[config.mk]
export PLATFORM = sky130hd
export DESIGN_NAME = bcd_to_bin_seq
export DESIGN_NICKNAME = d
export VERILOG_FILES = /design/src/rtl/bcd_to_bin_seq.sv
export SDC_FILE = /design/constraint.sdc
export NUM_CORES = 1
export LEC_CHECK = 0
export CORE_ASPECT_RATIO = 2
export CORE_MARGIN = 4
export CORE_UTILIZATION = 45
export DETAILED_ROUTE_END_ITERATION = 16
export PLACE_DENSITY = 0.68
export SLEW_MARGIN = 20
export SYNTH_ARGS = -nofsm -noshare
export SYNTH_HDL_FRONTEND = slang
export SYNTH_SLANG_ARGS = --single-unit
[constraint.sdc]
create_clock -name clk -period 1.6 [get_ports clk]
set_input_delay 0.16 -clock clk [delete_from_list [all_inputs] [get_ports clk]]
set_output_delay 0.16 -clock clk [all_outputs]
set_load 0.01 [all_outputs]
[src/rtl/bcd_to_bin_seq.sv]
// Sequential BCD-to-binary converter (reverse double-dabble).
// One shift/correct step per clock behind a start/busy/done handshake.
module bcd_to_bin_seq #(
  parameter int DIGITS = 4,
  parameter int BIN_W  = 14
) (
  input  logic                  clk,
  input  logic                  reset_p,
  input  logic                  start,
  input  logic [4*DIGITS-1:0]   bcd_in,
  output logic [BIN_W-1:0]      bin_out,
  output logic                  busy,
  output logic                  done,
  output logic                  err
);

  localparam int BCD_W = 4 * DIGITS;
  localparam int SR_W  = BCD_W + BIN_W;
  localparam int CNT_W = $clog2(BIN_W + 1);

  typedef enum logic [1:0] {
    IDLE,
    SHIFT,
    FINISH
  } state_t;

  state_t             state, state_nxt;
  logic [SR_W-1:0]    sr, sr_nxt;
  logic [CNT_W-1:0]   cnt, cnt_nxt;
  logic               inv, inv_nxt;
  logic [BIN_W-1:0]   bin_nxt;
  logic               busy_nxt;
  logic               done_nxt;
  logic               err_nxt;

  function automatic logic digits_ok(
    input logic [BCD_W-1:0] v
  );
    logic ok;
    ok = 1'b1;
    for (int i = 0; i < DIGITS; i++) begin
      if (v[4*i +: 4] > 4'd9) ok = 1'b0;
    end
    return ok;
  endfunction

  // Shift right, then pull every digit >= 8 back down by 3.
  function automatic logic [SR_W-1:0] step(
    input logic [SR_W-1:0] s
  );
    logic [SR_W-1:0] t;
    logic [3:0]      d;
    t = s >> 1;
    for (int i = 0; i < DIGITS; i++) begin
      d = t[BIN_W + 4*i +: 4];
      if (d >= 4'd8) t[BIN_W + 4*i +: 4] = d - 4'd3;
    end
    return t;
  endfunction

  always_ff @(posedge clk or posedge reset_p) begin
    if (reset_p) begin
      state   <= IDLE;
      sr      <= '0;
      cnt     <= '0;
      inv     <= 1'b0;
      bin_out <= '0;
      busy    <= 1'b0;
      done    <= 1'b0;
      err     <= 1'b0;
    end else begin
      state   <= state_nxt;
      sr      <= sr_nxt;
      cnt     <= cnt_nxt;
      inv     <= inv_nxt;
      bin_out <= bin_nxt;
      busy    <= busy_nxt;
      done    <= done_nxt;
      err     <= err_nxt;
    end
  end

  always_comb begin
    state_nxt = state;
    sr_nxt    = sr;
    cnt_nxt   = cnt;
    inv_nxt   = inv;
    bin_nxt   = bin_out;
    busy_nxt  = busy;
    done_nxt  = 1'b0;
    err_nxt   = err;
    unique case (state)
      IDLE: begin
        if (start) begin
          busy_nxt = 1'b1;
          if (digits_ok(bcd_in)) begin
            sr_nxt    = {bcd_in, {BIN_W{1'b0}}};
            cnt_nxt   = '0;
            inv_nxt   = 1'b0;
            state_nxt = SHIFT;
          end else begin
            inv_nxt   = 1'b1;
            state_nxt = FINISH;
          end
        end
      end
      SHIFT: begin
        sr_nxt  = step(sr);
        cnt_nxt = cnt + 1'b1;
        if (cnt == CNT_W'(BIN_W - 1)) state_nxt = FINISH;
      end
      FINISH: begin
        bin_nxt   = inv ? '0 : sr[BIN_W-1:0];
        err_nxt   = inv;
        done_nxt  = 1'b1;
        busy_nxt  = 1'b0;
        state_nxt = IDLE;
      end
      default: state_nxt = IDLE;
    endcase
  end

endmodule
==> results_dict.tcl <==
set metrics [dict create \
    status "finished clean" \
    clock_latency_ps 310 \
    crit_arrival_ps 1680 \
    core-area_um2 5420 \
    p_leak_uw 0.00143 \
    io_pins 36 \
    synth_edf_count 0 \
    synth_seq_cells 54 \
    critPathLaunchType "input port" \
    cap_violations 0 \
    cts_resized 0 \
    synth_common_cells "dfrtp_1, o21ai_0, nand2_1" \
    grt_max_degree 55 \
    worstPathMaxFanout 8 \
    die_area_um2 6920 \
    hp-class "input port to async pin" \
    syn-num-nets 266 \
    yosysMostFrequentCell "dfrtp_1" \
    cpPeakStageDelay_ps 420 \
    drt_first_pass_iters 4 \
    setup_ws_ps 116 \
    setup_violations 0 \
    clk_pin_slew_ps 90 \
    cts_tree "done" \
    vias_per_cell 5.27 \
    start_util_pct 46.4 \
    placed_area_um2 3060 \
    hold_violations 0 \
    seq_area_frac_synth_pct 53.8 \
    crit_type "input port to register" \
    synthCells 239 \
    synth_top_area_cell "dfrtp_1" \
    grt_util_all_layers_pct 16.4 \
    post-route-min-period_ps 1480 \
    finalClockSkew_ps 5.57 \
    antenna_found_initial 0 \
    synth_area_um2 2510 \
    synthArstFlopShare_pct 100 \
    clock.fmax_mhz 674 \
    fin_util_pct 58.1 \
    syn_avg_cell_area_um2 10.5 \
    postCtsHoldBufs 0 \
    layout.nets 317 \
    grt_pass1_vias 1839 \
    layout-drive-gt1-share_pct 13.8 \
    design_area_um2 3150 \
    die_x_um 60.8 \
    worstMarginPinSlew_ps 375 \
    ys.warnings.count 0 \
    post_cts_buffers 0 \
    power.density_nw_per_um2 1390 \
    crit_slowest_cell "clkdlybuf4s50_1" \
    final_antenna_net_count 0 \
    numCtsBuffers 5 \
    drt_iter0_drc 39 \
    relSlewSlack_pct 75.0 \
    fp.dieH_um 114 \
    yosysTopAreaCellShare_pct 53.8 \
    grt_pass1_wl_um 8600 \
    synth.area.top_cells "dfrtp_1, a22o_1, o21ai_0" \
    drc 0 \
    gp_congestion 0.789 \
    fin_worst_hold_slack_ps 198 \
    synthDistinctLibCells 32 \
    end_kind "register" \
    route.vias.total 1845 \
    nFillCells 505 \
    port_buffers 35 \
    synth_ff_type "dfrtp_1" \
    root_buffer "clkbuf_8" \
    ir_drop_v 0.000950 \
    clkSinkCount 54 \
    cts.path.max_buffers 2 \
    drv_slew 0 \
    pre_cts_ws_ps -223 \
    fin_crit_sh_pct 92.8 \
    rows 38 \
    crit_required_ps 1790 \
    wire_per_inst_um 14.0 \
    areaGrowthSynthToFinish_pct 25.2 \
    hpwl_um 3690 \
    h-tree-depth 2 \
    grt-ovfl-total 0 \
    drt_wl_total_um 4900 \
    rsz0062_at_grt "no" \
    cp_cell_sequence "clkdlybuf4s50_1, o21ai_1, nand4_1, nor2_2, o21ai_2, buf_4, mux2_2" \
    diodes 0 \
]
[flip-flops by register name, indices dropped and copies added, names as in the netlist]
signal	flops
inv	1
sr	30
busy	1
cnt	4
done	1
state	2
err	1
bin_out	14
[critical path, delay by kind of cell]
kind,cells,cell delay [ps]
buffers and inverters,2,600
AOI/OAI and AO/OA,2,330
and+or+nand+nor,2,320
muxes,1,260
[path summary, 6_finish.rpt]
check	from	to	depth (start not counted)	slack [ps]
max	bcd_in[14]	cnt[0]$_DFFE_PP0P_	7	120
min	reset_p	busy$_DFFE_PP0P_	3	200
max reg2reg	state[0]$_DFFE_PP0P_	sr[22]$_DFFE_PP0P_	4	190
min reg2reg	bin_out[8]$_DFFE_PP0P_	bin_out[8]$_DFFE_PP0P_	2	480
max in group asynchronous	reset_p	bin_out[13]$_DFFE_PP0P_	3	1140
min in group clk	bin_out[8]$_DFFE_PP0P_	bin_out[8]$_DFFE_PP0P_	2	480
[final cells by class]
type | instances | area (µm²) | share of cell area (%)
well taps | 60 | 75.1 | 2.39
clock buffers | 5 | 68.8 | 2.19
clock inverters | 2 | 15.0 | 0.477
inverters | 13 | 48.8 | 1.55
flip-flops and latches | 54 | 1350 | 42.9
repair buffers | 58 | 548 | 17.4
multi-input cells | 158 | 1040 | 33.0
[power by group]
part           internal, µW  switching [µW]
Clock                   299             431
Combinational           809             717
Sequential             1740             373
[cells by family (layout without fill, tap and decap cells)]
group | count (synthesis) | count (layout) | share of synthesized area (%)
xor+xnor | 8 | 8 | 2.79
mux | 14 | 14 | 5.83
flops | 54 | 54 | 53.8
simple gates | 62 | 62 | 11.9
compound gates | 66 | 66 | 16.9
buf+inv | 27 | 78 | 4.83
fa+ha+maj | 8 | 8 | 3.98
[cells in the final DEF (no fill, tap or decap), types with 5 or more instances in the layout]
master	Yosys	routed
nand2b_1	14	14
dfrtp_1	54	54
o21ai_1	5	5
a22o_1	16	16
ha_1	8	8
xnor2_1	6	6
mux2i_1	9	9
a21oi_1	8	8
buf_4	0	21
mux2_2	5	5
inv_1	13	12
o21ai_0	25	25
nor2_1	13	13
clkdlybuf4s50_1	0	35
clkbuf_8	0	5
nand2_1	22	22
[through the flow]
| step | cells | TNS [ps] | total power [µW] |
|---|---|---|---|
| floorplan | 239 | 0 | 3130 |
| global placement | 343 | -3690 | 3630 |
| detailed placement | 343 | -4660 | 3670 |
| CTS | 350 | 0 | 4420 |
| global route | 350 | 0 | 4730 |
| finish | 350 | 0 | 4360 |
[metal layers]
layer | global-route usage (%) | wire (µm) | vias up
met3 | 3.40 | 140 | 8
met1 | 19.9 | 1980 | 885
met4 | 5.64 | 88 | 0
met5 | 0 | 0 | -
met2 | 28.0 | 2700 | 31
li1 | - | - | 921
Power figures use the tool's default switching activity.
